[config.mk]
export PLATFORM = sky130hd
export DESIGN_NAME = control_sequencer
export DESIGN_NICKNAME = d
export VERILOG_FILES = /design/src/rtl/cpu_pkg.sv /design/src/rtl/cond_eval.sv /design/src/rtl/control_sequencer.sv
export SDC_FILE = /design/constraint.sdc
export NUM_CORES = 1
export LEC_CHECK = 0
export ABC_AREA = 0
export ABC_CLOCK_PERIOD_IN_PS = 3350
export BUFFER_PORTS_ARGS = -buffer_cell sky130_fd_sc_hd__buf_2
export CAP_MARGIN = 20
export CORE_MARGIN = 8
export CORE_UTILIZATION = 46
export CTS_CLUSTER_DIAMETER = 150
export DETAILED_ROUTE_END_ITERATION = 6
export GPL_ROUTABILITY_DRIVEN = 0
export PLACE_DENSITY_LB_ADDON = 0.05
export SLEW_MARGIN = 20
export SYNTH_ARGS = -nofsm -noshare
export SYNTH_HDL_FRONTEND = slang
export SYNTH_HIERARCHICAL = 1
export SYNTH_SLANG_ARGS = --single-unit
[constraint.sdc]
create_clock -name clk -period 3.35 [get_ports clk]
set_input_delay 0.1675 -clock clk [delete_from_list [all_inputs] [get_ports clk]]
set_output_delay 0.1675 -clock clk [all_outputs]
set_load 0.005 [all_outputs]
[src/rtl/cpu_pkg.sv]
`default_nettype none
// ============================================================================
//  Module      : cpu_pkg
//  Description : Shared definitions for the control sequencer: the state
//                encoding (also the value driven on the 'state' port) and
//                the condition-code constants.
//  Revision    : 1.0 - initial release
// ============================================================================
package cpu_pkg;

    // Sequencer states; the numeric values are visible on the 'state' port.
    typedef enum logic [1:0] {
        ST_FETCH = 2'd0,
        ST_EXEC  = 2'd1,
        ST_HALT  = 2'd2,
        ST_IRQ   = 2'd3
    } seq_state_t;

    // Condition codes: bit 3 selects inverted polarity, bits 2:0 select the
    // status flag. Both 6 and 14 are unconditional.
    localparam logic [3:0] COND_ALWAYS     = 4'd6;
    localparam logic [3:0] COND_ALWAYS_ALT = 4'd14;
    localparam int         COND_INV_BIT    = 3;

endpackage : cpu_pkg
`default_nettype wire

[src/rtl/cond_eval.sv]
`default_nettype none
// ============================================================================
//  Module      : cond_eval
//  Description : Combinational condition-code evaluator.
//                Codes 0..7 pass status[code], codes 8..15 pass
//                ~status[code-8]. Codes 6/14 always pass, as does any code
//                whose flag index lies beyond the status register.
//  Ports       : cond_field (in 4)        condition code
//                status     (in STATUS_W) status flags
//                cond_pass  (out 1)       condition result
//  Revision    : 1.0 - initial release
// ============================================================================
module cond_eval
    import cpu_pkg::*;
#(
    parameter int STATUS_W = 8
) (
    input  logic [3:0]          cond_field,
    input  logic [STATUS_W-1:0] status,
    output logic                cond_pass
);

    logic w_hit;   // flag index exists in the status register
    logic w_flag;  // selected flag, true polarity

    always_comb begin
        w_hit  = 1'b0;
        w_flag = 1'b0;
        // Only the first eight flags are addressable by a 3-bit index.
        for (int i = 0; i < STATUS_W && i < 8; i++) begin
            if (cond_field[2:0] == 3'(i)) begin
                w_hit  = 1'b1;
                w_flag = status[i];
            end
        end
    end

    always_comb begin
        if (cond_field[2:0] == COND_ALWAYS[2:0]) begin
            cond_pass = 1'b1;
        end else if (!w_hit) begin
            cond_pass = 1'b1;
        end else begin
            cond_pass = w_flag ^ cond_field[COND_INV_BIT];
        end
    end

endmodule : cond_eval
`default_nettype wire

[src/rtl/control_sequencer.sv]
`default_nettype none
// ============================================================================
//  Module      : control_sequencer
//  Description : Fetch/execute control sequencer. Latches an instruction,
//                runs it for a variable number of execute cycles, and
//                handles annulment, taken jumps (flush) and halting.
//                Optional interrupt support: define SEQ_IRQ_EN to add the
//                irq/irq_ack ports and the single-cycle IRQ state.
//  Ports       : clk, reset (sync, active high)
//                instr, instr_valid, cond_field, exec_len, status,
//                stop_req, stack_overflow, jump_taken       -> inputs
//                state, exec_idx, ir, cond_pass, pc_cnt_en,
//                flush, halted                              -> outputs
//                irq (in), irq_ack (out)                    -> SEQ_IRQ_EN only
//  Revision    : 1.0 - initial release
// ============================================================================
module control_sequencer
    import cpu_pkg::*;
#(
    parameter int INSTR_W  = 16,
    parameter int STATUS_W = 8,
    parameter int MAX_EXEC = 4
) (
    input  logic                          clk,
    input  logic                          reset,
    input  logic [INSTR_W-1:0]            instr,
    input  logic                          instr_valid,
    input  logic [3:0]                    cond_field,
    input  logic [$clog2(MAX_EXEC+1)-1:0] exec_len,
    input  logic [STATUS_W-1:0]           status,
    input  logic                          stop_req,
    input  logic                          stack_overflow,
    input  logic                          jump_taken,
    output logic [1:0]                    state,
    output logic [$clog2(MAX_EXEC)-1:0]   exec_idx,
    output logic [INSTR_W-1:0]            ir,
    output logic                          cond_pass,
    output logic                          pc_cnt_en,
    output logic                          flush,
    output logic                          halted
`ifdef SEQ_IRQ_EN
    ,
    input  logic                          irq,
    output logic                          irq_ack
`endif
);

    localparam int LEN_W = $clog2(MAX_EXEC + 1);
    localparam int IDX_W = $clog2(MAX_EXEC);

    seq_state_t         r_state;
    seq_state_t         w_state_next;
    logic [IDX_W-1:0]   r_idx;
    logic [IDX_W-1:0]   w_idx_next;
    logic [LEN_W-1:0]   r_len;
    logic [LEN_W-1:0]   w_len_in;
    logic [INSTR_W-1:0] r_ir;

    logic w_irq;
    logic w_in_exec;
    logic w_last;
    logic w_annul;
    logic w_jump;
    logic w_halt;
    logic w_load;

    cond_eval #(
        .STATUS_W (STATUS_W)
    ) u_cond_eval (
        .cond_field (cond_field),
        .status     (status),
        .cond_pass  (cond_pass)
    );

`ifdef SEQ_IRQ_EN
    assign w_irq   = irq;
    assign irq_ack = (r_state == ST_IRQ);
`else
    assign w_irq   = 1'b0;
`endif

    // Length sampled at fetch: zero means one cycle, oversize saturates.
    always_comb begin
        if (exec_len == '0) begin
            w_len_in = LEN_W'(1);
        end else if (exec_len > LEN_W'(MAX_EXEC)) begin
            w_len_in = LEN_W'(MAX_EXEC);
        end else begin
            w_len_in = exec_len;
        end
    end

    assign w_in_exec = (r_state == ST_EXEC);
    assign w_last    = w_in_exec && (LEN_W'(r_idx) == (r_len - LEN_W'(1)));
    // A failed condition on the first execute cycle annuls the instruction.
    assign w_annul   = w_in_exec && (r_idx == '0) && !cond_pass;
    assign w_jump    = w_in_exec && jump_taken && cond_pass;
    assign w_halt    = stack_overflow || (w_in_exec && stop_req && cond_pass);
    assign w_load    = (r_state == ST_FETCH) && instr_valid && !stack_overflow;

    // Next-state logic; priority in EXEC is halt > jump > normal completion.
    always_comb begin
        w_state_next = r_state;
        w_idx_next   = r_idx;
        case (r_state)
            ST_FETCH: begin
                if (stack_overflow) begin
                    w_state_next = ST_HALT;
                end else if (instr_valid) begin
                    w_state_next = ST_EXEC;
                    w_idx_next   = '0;
                end
            end
            ST_EXEC: begin
                if (w_halt) begin
                    w_state_next = ST_HALT;
                    w_idx_next   = '0;
                end else if (w_jump) begin
                    w_state_next = ST_FETCH;
                    w_idx_next   = '0;
                end else if (w_last || w_annul) begin
                    w_state_next = w_irq ? ST_IRQ : ST_FETCH;
                    w_idx_next   = '0;
                end else begin
                    w_idx_next   = r_idx + IDX_W'(1);
                end
            end
            ST_HALT: begin
                w_state_next = ST_HALT;
            end
            ST_IRQ: begin
                w_state_next = stack_overflow ? ST_HALT : ST_FETCH;
            end
            default: begin
                w_state_next = ST_FETCH;
                w_idx_next   = '0;
            end
        endcase
    end

    always_ff @(posedge clk) begin
        if (reset) begin
            r_state <= ST_FETCH;
            r_idx   <= '0;
            r_ir    <= '0;
            r_len   <= LEN_W'(1);
        end else begin
            r_state <= w_state_next;
            r_idx   <= w_idx_next;
            if (w_load) begin
                r_ir  <= instr;
                r_len <= w_len_in;
            end
        end
    end

    assign state     = r_state;
    assign exec_idx  = r_idx;
    assign ir        = r_ir;
    assign flush     = w_jump;
    assign halted    = (r_state == ST_HALT);
    assign pc_cnt_en = (r_state == ST_FETCH) || (w_last && !w_jump);

endmodule : control_sequencer
`default_nettype wire

# After elaboration in Yosys (flattened, before gate mapping)

Index checks and enable logic that the tools add are counted.

$add $sub $neg: 2
$mul: 0
Div/mod/pow operators: 0
Order comparisons: 1
Equal/unequal tests: 15
Shift-type cells: 0
Mux-type cells: 33
Bitwise operators: 1
Reductions and logical operators: 23

Operators by type and width:

| kind                  | count |
|---|---|
| $mux W2               | 11 |
| $mux W1               | 18 |
| $eq A3 B3 Y1 const B  | 4 |
| $logic_and A1 B1 Y1   | 10 |
| $pmux W2 S4           | 1 |
| $eq A3 B2 Y1 const B  | 2 |
| $logic_not A3 Y1      | 2 |
| $mux W3               | 2 |
| $eq A2 B2 Y1 const B  | 2 |
| $logic_not A2 Y1      | 2 |
| $ne A2 B2 Y1 const B  | 2 |
| $ne A4 B1 Y1 const B  | 1 |
| $pmux W2 S2           | 1 |
| $eq A2 B3 Y1          | 1 |
| $eq A3 B1 Y1 const B  | 1 |
| $gt A3 B3 Y1 const B  | 1 |
| $logic_not A1 Y1      | 3 |
| $logic_or A1 B1 Y1    | 3 |
| $ne A3 B3 Y1 const B  | 1 |
| $reduce_and A3 Y1     | 1 |
| $sub A3 B1 Y3 const B | 1 |
| $add A2 B1 Y2 const B | 1 |
| $eq A2 B1 Y1 const B  | 1 |
| $reduce_and A2 Y1     | 1 |
| 2 further kinds       | 2 |

Register bits: 23
Latch bits: 0
Bits in writable memories: 0
ROM bits: 0
Output and inout bits: 24
Memories: 0

# Depth between registers and ports, before layout

Gate-level depths: netlist (run 1).

Word-level depth: 19
Gate-level depth with buffers: 8

# Hierarchy

The synthesis (run 1) kept the hierarchy.

By module, submodules not included:

| module            | times used | cells an instance | area each (µm²) |
|---|---|---|---|
| control_sequencer | 1          | 113               | 957.2 |
| cond_eval         | 1          | 16                | 131.4 |

# Worst setup path before layout (run 1)

Ideal clock, no wire load.

Kind: input to register
Start point: input port cond_field[1]
End point: register r_idx[0], in the netlist exec_idx[0]
Setup time: 0.121 ns
Arrival time: 1.783 ns
Required time: 3.229 ns
Slack: 1.446 ns
Stages on the path: 8
Cell sequence: buf_6 -> mux2_4 -> o22ai_2 -> nor3_1 -> or3b_1 -> mux2i_1 -> and4_1 -> mux2_2

Longest elaborated chain between the ends: 19

RTL lines:

| what                   | line                     | text |
|---|---|---|
| start: declaration     | control_sequencer.sv:28  | `input logic [3:0] cond_field,` |
| $logic_not A3 Y1       | cond_eval.sv:31          | `if (cond_field[2:0] == 3'(i)) begin` |
| $mux W1 (8 in series)  | cond_eval.sv:31          |  |
| $xor A1 B1 Y1          | cond_eval.sv:44          | `cond_pass = w_flag ^ cond_field[COND_INV_BIT];` |
| $mux W1                | cond_eval.sv:41          | `end else if (!w_hit) begin` |
| $mux W1 *              | cond_eval.sv:39          | `if (cond_field[2:0] == COND_ALWAYS[2:0]) begin` |
| net cond_pass          | control_sequencer.sv:37  | `output logic cond_pass,` |
| $logic_not A1 Y1       | control_sequencer.sv:96  | `assign w_annul = w_in_exec && (r_idx == '0) && !cond_pass;` |
| $logic_and A1 B1 Y1    | control_sequencer.sv:96  |  |
| $logic_or A1 B1 Y1     | control_sequencer.sv:121 | `end else if (w_last \|\| w_annul) begin` |
| $mux W2                | control_sequencer.sv:121 |  |
| $mux W2                | control_sequencer.sv:118 | `end else if (w_jump) begin` |
| $mux W2 *              | control_sequencer.sv:115 | `if (w_halt) begin` |
| $pmux W2 S2 *          | control_sequencer.sv:105 | `case (r_state)` |
| end signal: assignment | control_sequencer.sv:149 | `r_idx <= w_idx_next;` |
| end: declaration       | control_sequencer.sv:53  | `logic [IDX_W-1:0] r_idx;` |

Mark *: on every way through the listed nets, which the timed path passes. The rest lies on a longest branch.
A chain may end at the register's enable or synchronous reset.

# Final worst setup path (run 1)

Start point: input port cond_field[1]
End point: output port pc_cnt_en

Longest elaborated chain between the ends: 16

RTL lines:

| what                  | line                     | text |
|---|---|---|
| $logic_not A3 Y1      | cond_eval.sv:31          |  |
| $mux W1 (8 in series) | cond_eval.sv:31          |  |
| $xor A1 B1 Y1         | cond_eval.sv:44          |  |
| $mux W1               | cond_eval.sv:41          |  |
| $mux W1 *             | cond_eval.sv:39          |  |
| $logic_and A1 B1 Y1 * | control_sequencer.sv:97  | `assign w_jump = w_in_exec && jump_taken && cond_pass;` |
| $logic_not A1 Y1 *    | control_sequencer.sv:162 | `assign pc_cnt_en = (r_state == ST_FETCH) \|\| (w_last && !w_jump);` |
| $logic_and A1 B1 Y1 * | control_sequencer.sv:162 |  |
| $logic_or A1 B1 Y1 *  | control_sequencer.sv:162 |  |
| end: declaration      | control_sequencer.sv:38  | `output logic pc_cnt_en,` |

Mark *: on every way between the ends. The rest lies on a longest branch, timed or not.

==> results of run 1 <==
-- cell usage in the layout (no fill, tap or decap), drive strengths merged --
cell / n
nand2: 36
and3: 1
a211oi: 1
nor2b: 3
buf: 60
and2b: 1
a211o: 1
xor2: 2
nor2: 4
a22o: 2
or3b: 1
clkbuf: 4
nand3b: 1
inv: 6
o21ai: 1
xnor2: 1
a311oi: 1
and4: 1
nand4: 1
mux2i: 3
ha: 2
nand2b: 2
dfxtp: 23
nor3: 3
mux2: 3
or3: 1
a21oi: 19
o21bai: 1
o22ai: 2
-- registers in the layout, indices dropped and copies added, names as in the netlist --
signal / flops
ir: 16
exec_idx: 2
state: 2
r_len: 3
-- worst max-delay path, delay by kind of cell --
family          cells  cell delay (ns)
compound gates      2             0.27
mux                 1             0.31
buf+inv             2             0.29
simple gates        3             0.71
-- through the flow --
step / power [mW] / cells / hold slack [ns] / utilization / instance area, µm²
6_report: 0.512 / 215 / 0.0759 / 0.631 / 1410
2_1_floorplan: 0.351 / 129 / 0.262 / - / 1090
3_5_place_dp: 0.393 / 211 / 0.414 / 0.620 / 1380
5_1_grt: 0.539 / 215 / 0.0713 / 0.631 / 1410
3_3_place_gp: 0.390 / 211 / 0.408 / 0.620 / 1380
4_1_cts: 0.519 / 215 / 0.0711 / 0.631 / 1410
-- cell type report --
class / instances / area, µm²
well taps: 28 / 35.0
clock buffers: 4 / 26.3
inverters: 6 / 22.5
fillers: 213 / 823
multi-input cells: 94 / 566
repair buffers: 60 / 300
flip-flops and latches: 23 / 460
-- kinds of logic (layout without fill, tap and decap cells) --
group,after synthesis,after routing,share of synthesized area
flip-flops,23,23,0.423
multiplexers,6,6,0.0655
AO/OA/AOI/OAI,28,28,0.155
adder cells (fa/ha/maj),2,2,0.0230
XOR/XNOR,3,3,0.0241
buffers and inverters,12,70,0.0575
AND/OR/NAND/NOR,55,55,0.252
-- path summary, 6_finish.rpt --
check	cells past startpoint	endpoint	slack [ns]
worst max register to register	6	exec_idx[0]	1.77
worst min-delay path	3	ir[2]	0.08
worst min register to register	2	ir[7]	0.46
worst max-delay path	8	pc_cnt_en	1.43
-- metal layers --
| layer | up-vias | track usage | wire, µm |
|---|---|---|---|
| met1 | 482 | 0.120 | 1070 |
| met3 | 5 | 0.0430 | 219 |
| met5 | - | 0 | 0 |
| met2 | 32 | 0.247 | 1400 |
| met4 | 0 | 0.0817 | 60 |
| li1 | 547 | - | - |
-- where the power goes --
part / switching (mW) / total (mW) / internal, mW
clock: 0.0803 / 0.127 / 0.0465
sequential: 0.00780 / 0.293 / 0.285
combinational: 0.0449 / 0.0927 / 0.0478
total: 0.133 / 0.512 / 0.379
==> flow_metrics.py, run 1 <==
metrics = {
    "timing": {
        "tightest_slew_ns": 0.661,
        "drv_slew": 0,
        "hold_viol": 0,
        "min_period_ns": 1.92,
        "rsz0062_at_grt": "false",
        "slew_headroom": 0.558,
        "tns_ns": 0,
        "setup_viol": 0,
        "period_share": 0.574,
        "timing.final.ws_setup_ns": 1.43,
        "fin_worst_skew_ns": 0.00651,
        "max_clock_freq_mhz": 520,
    },
    "yosys": {
        "avgSynthCellArea_um2": 8.44,
        "synth-edff-count": 0,
        "syn_nets": 168,
        "yosys_warnings": 6,
        "synth.distinct_cells": 34,
        "ys_seq_area_frac": 0.423,
        "netlist_instances": 129,
        "synthTopCellsByArea": "dfxtp_1 (42%), nand2_1 (12%), a21oi_1 (8.7%)",
        "synth_area_um2": 1090,
        "synth_most_common_cell": "nand2_1",
        "synth_common_cells": "nand2_1 (36), dfxtp_1 (23), a21oi_1 (19)",
        "async_flop_share": 0,
        "synth_top_area_share": 0.423,
        "synthFlopType": "dfxtp_1",
        "ys_ff_latch": 23,
        "yosys.area.top_type": "dfxtp_1",
    },
    "status": {
        "run_status": "complete, no violations",
    },
    "critical_path": {
        "cpMaxStageDelayCell": "or3b_1",
        "crit_path_end_kind": "output pin",
        "startpoint_type": "primary input",
        "r2r-start": "r_len[0]",
        "crit_arrival_ns": 1.76,
        "worstSetupPathType": "in -> out",
        "cpMostUsedCell": "buf_2",
        "cp.required_ns": 3.18,
        "crit_chain": "buf_2 > mux2_4 > o22ai_2 > nor3_1 > or3b_1 > and3_1 > o22ai_1 > buf_2",
        "critPathMaxFanout": 5,
        "cp-startpoint": "cond_field[1]",
        "slowest_delay_ns": 0.43,
    },
    "worst_hold_path": {
        "hp-start": "instr[2]",
        "hold_path_class": "in -> reg",
    },
    "route": {
        "wl_mm": 2.75,
        "routed_via_density": 4.96,
        "ant_nets": 0,
        "drtIter0Drc": 38,
        "vias": 1066,
        "dr.pass1.iters": 4,
        "post_drt_wl_per_cell_um": 12.8,
        "drcViolationCount": 0,
    },
    "die": {
        "core_um2": 2230,
        "die_w_um": 64.6,
        "start_util": 0.487,
        "die_y_um": 64.6,
        "fp.dieArea_um2": 4180,
        "io_pins": 61,
        "row_count": 17,
    },
    "clock_network": {
        "cts.sinks": 23,
        "clock_latency_ns": 0.31,
        "cts_max_path_buffers": 2,
        "numCtsBuffers": 3,
        "clkTransAtPathRegs_ns": 0.12,
        "root_buffer": "clkbuf_4",
        "post_cts_buffers": 0,
        "cts_tree": "done",
        "cts_resized": 0,
        "h-tree-depth": 1,
        "holdBufCountCts": 0,
    },
    "pwr": {
        "p_per_area_nw_per_um2": 363,
        "ir_worst_vdd_mv": 0.215,
        "power_leakage_nw": 0.678,
    },
    "place": {
        "numPortBuffers": 60,
        "post-place-ws_ns": 1.30,
        "place_hpwl_mm": 2.12,
    },
    "final_layout": {
        "area_growth_pct": 29.5,
        "post_route_cells_drive_above_1_share": 0.380,
        "antenna_cells": 0,
        "final_nets": 227,
    },
    "global_route": {
        "antenna_found_initial": 0,
        "grt_pass1_vias": 1040,
        "grt_pass1_wl_mm": 4.46,
        "grt_usage": 0.132,
        "grt_max_degree": 24,
        "grt_overflow_total": 0,
    },
    "job": {
        "cap_violations": 0,
    },
}
No activity file was read; power rests on OpenSTA's default activity.
==> run 2, diff against run 1 <==
Settings changed: ABC_CLOCK_PERIOD_IN_PS 3350 to 1800, CORE_UTILIZATION 46 to 43.
Clock period 3.35 ns to 1.8 ns, I/O delays scaled along.
==> flow_metrics.py, run 2 (synthesis results as in run 1) <==
metrics = {
    "status": {
        "run_status": "complete, no violations",
    },
    "die": {
        "die_w_um": 66.3,
        "start_util": 0.448,
        "fp.dieArea_um2": 4400,
        "core_um2": 2430,
        "die_y_um": 66.3,
        "row_count": 18,
        "io_pins": 61,
    },
    "place": {
        "numPortBuffers": 60,
        "place_inst": 215,
        "place_hpwl_mm": 2.21,
    },
    "critical_path": {
        "worstRegToRegCells": 6,
        "r2r-start": "r_len[0]",
        "critPathMaxFanout": 5,
        "cp-startpoint": "cond_field[1]",
        "endpoint": "exec_idx[0]",
        "r2r_slack_ns": 0.27,
        "slowest_delay_ns": 0.41,
        "crit_arrival_ns": 1.91,
        "cp.required_ns": 2.00,
        "worstSetupPathType": "in -> reg",
        "cpMostUsedCell": "buf_4",
        "crit_path_end_kind": "flop",
        "cpMaxStageDelayCell": "or3b_4",
        "startpoint_type": "primary input",
        "crit_chain": "buf_4 > mux2_4 > o22ai_2 > nor3_1 > or3b_4 > buf_4 > mux2i_1 > and4_1 > mux2_2",
        "r2r-end": "exec_idx[0]",
    },
    "route": {
        "dr.pass1.iters": 3,
        "post_drt_wl_per_cell_um": 12.3,
        "wl_met1_mm": 1.25,
        "dr.max_layer_used": "met4",
        "ant_nets": 0,
        "wl_met2_mm": 1.21,
        "routed-wl-met3_um": 251,
        "drtIter0Drc": 46,
        "vias": 1060,
        "wl_mm": 2.72,
        "routed_via_density": 4.80,
        "drcViolationCount": 0,
    },
    "timing": {
        "drv_slew": 0,
        "slew_headroom": 0.737,
        "setup_viol": 0,
        "period_share": 0.951,
        "fin_worst_skew_ns": 0.00288,
        "hold_viol": 0,
        "tightest_slew_ns": 0.395,
        "min_period_ns": 1.71,
        "rsz0062_at_grt": "false",
        "max_clock_freq_mhz": 584,
    },
    "final_layout": {
        "final_util": 0.598,
        "n_fill_cell": 232,
        "final_cell_mix": "buf_2 (59), nand2_1 (36), dfxtp_1 (22)",
        "antenna_cells": 0,
        "final_nets": 231,
        "layout_commonest_cell": "buf_2",
        "largest_register_ffs": 16,
        "post_route_cells_drive_above_1_share": 0.393,
        "final_cells": 221,
        "area_growth_pct": 33.6,
    },
    "global_route": {
        "grt_usage": 0.122,
        "grt_pass1_vias": 1025,
        "grt_max_degree": 24,
        "grt_overflow_total": 0,
        "grt_pass1_wl_mm": 4.33,
        "antenna_found_initial": 0,
    },
    "clock_network": {
        "root_buffer": "clkbuf_4",
        "numCtsBuffers": 3,
        "cts.sinks": 23,
        "clock_latency_ns": 0.30,
        "cts_tree": "done",
        "h-tree-depth": 1,
        "cts_max_path_buffers": 2,
        "clkTransAtPathRegs_ns": 0.12,
    },
    "worst_hold_path": {
        "holdPathStages": 3,
        "hold_path_class": "in -> reg",
    },
    "pwr": {
        "power_leakage_nw": 0.696,
        "p_per_area_nw_per_um2": 658,
        "ir_worst_vdd_mv": 0.333,
    },
    "job": {
        "cap_violations": 0,
    },
}
-- run 2: worst min-delay path by stage --
| stage | from | end | slack, ns |
|---|---|---|---|
| after CTS | instr[9] | ir[9] | 0.007 |
| final | instr[9] | ir[9] | 0.01 |
| after floorplan | reset | r_len[0] | 0.18 |
| after global routing | instr[7] | ir[7] | 0.001 |
| after global placement | instr[3] | ir[3] | 0.33 |
| after detailed placement | instr[1] | ir[1] | 0.34 |
-- run 2: where the power goes --
| part | total [mW] | internal (mW) | switching (mW) |
|---|---|---|---|
| Combinational | 0.186 | 0.100 | 0.0853 |
| Sequential | 0.545 | 0.530 | 0.0147 |
| Clock | 0.226 | 0.0862 | 0.140 |
-- run 2: what timing repair did --
action,CTS,global route
endpoints found under the hold margin,0,2
hold buffers,0,2
setup endpoints to repair,1,1
pin swaps,3,0
setup buffers,1,0
gates resized for setup,1,1
gates cloned,0,0
-- run 2: layout make-up --
type | instances | area [µm²] | share of cell area
repair buffers | 64 | 338 | 0.232
clock buffers | 4 | 26.3 | 0.0181
flip-flops and latches | 23 | 462 | 0.318
inverters | 6 | 22.5 | 0.0155
multi-input cells | 94 | 568 | 0.391
well taps | 30 | 37.5 | 0.0258
-- run 2: per-layer routing --
| metal | up-vias | track usage |
|---|---|---|
| li1 | 557 | - |
| met1 | 460 | 0.152 |
| met2 | 41 | 0.187 |
| met3 | 2 | 0.0441 |
| met4 | 0 | 0.0480 |
| met5 | - | 0 |
-- run 2: metrics by stage --
step	instance area (µm²)	setup slack, ns	power, mW	hold slack (ns)	setup TNS [ns]
5_1_grt	1450	0.0244	1.02	0.000955	0
6_report	1450	0.0887	0.957	0.0135	0
3_5_place_dp	1400	-0.112	0.741	0.340	-0.318
4_1_cts	1430	0.0704	0.967	0.00658	0
3_3_place_gp	1400	-0.0601	0.735	0.330	-0.0884
2_1_floorplan	1090	0.0159	0.656	0.184	0
-- run 2: worst max-delay path, delay by kind of cell --
kind | cells | cell delay (ns)
AO/OA/AOI/OAI | 1 | 0.18
multiplexers | 3 | 0.66
buffers and inverters | 2 | 0.29
AND/OR/NAND/NOR | 3 | 0.68
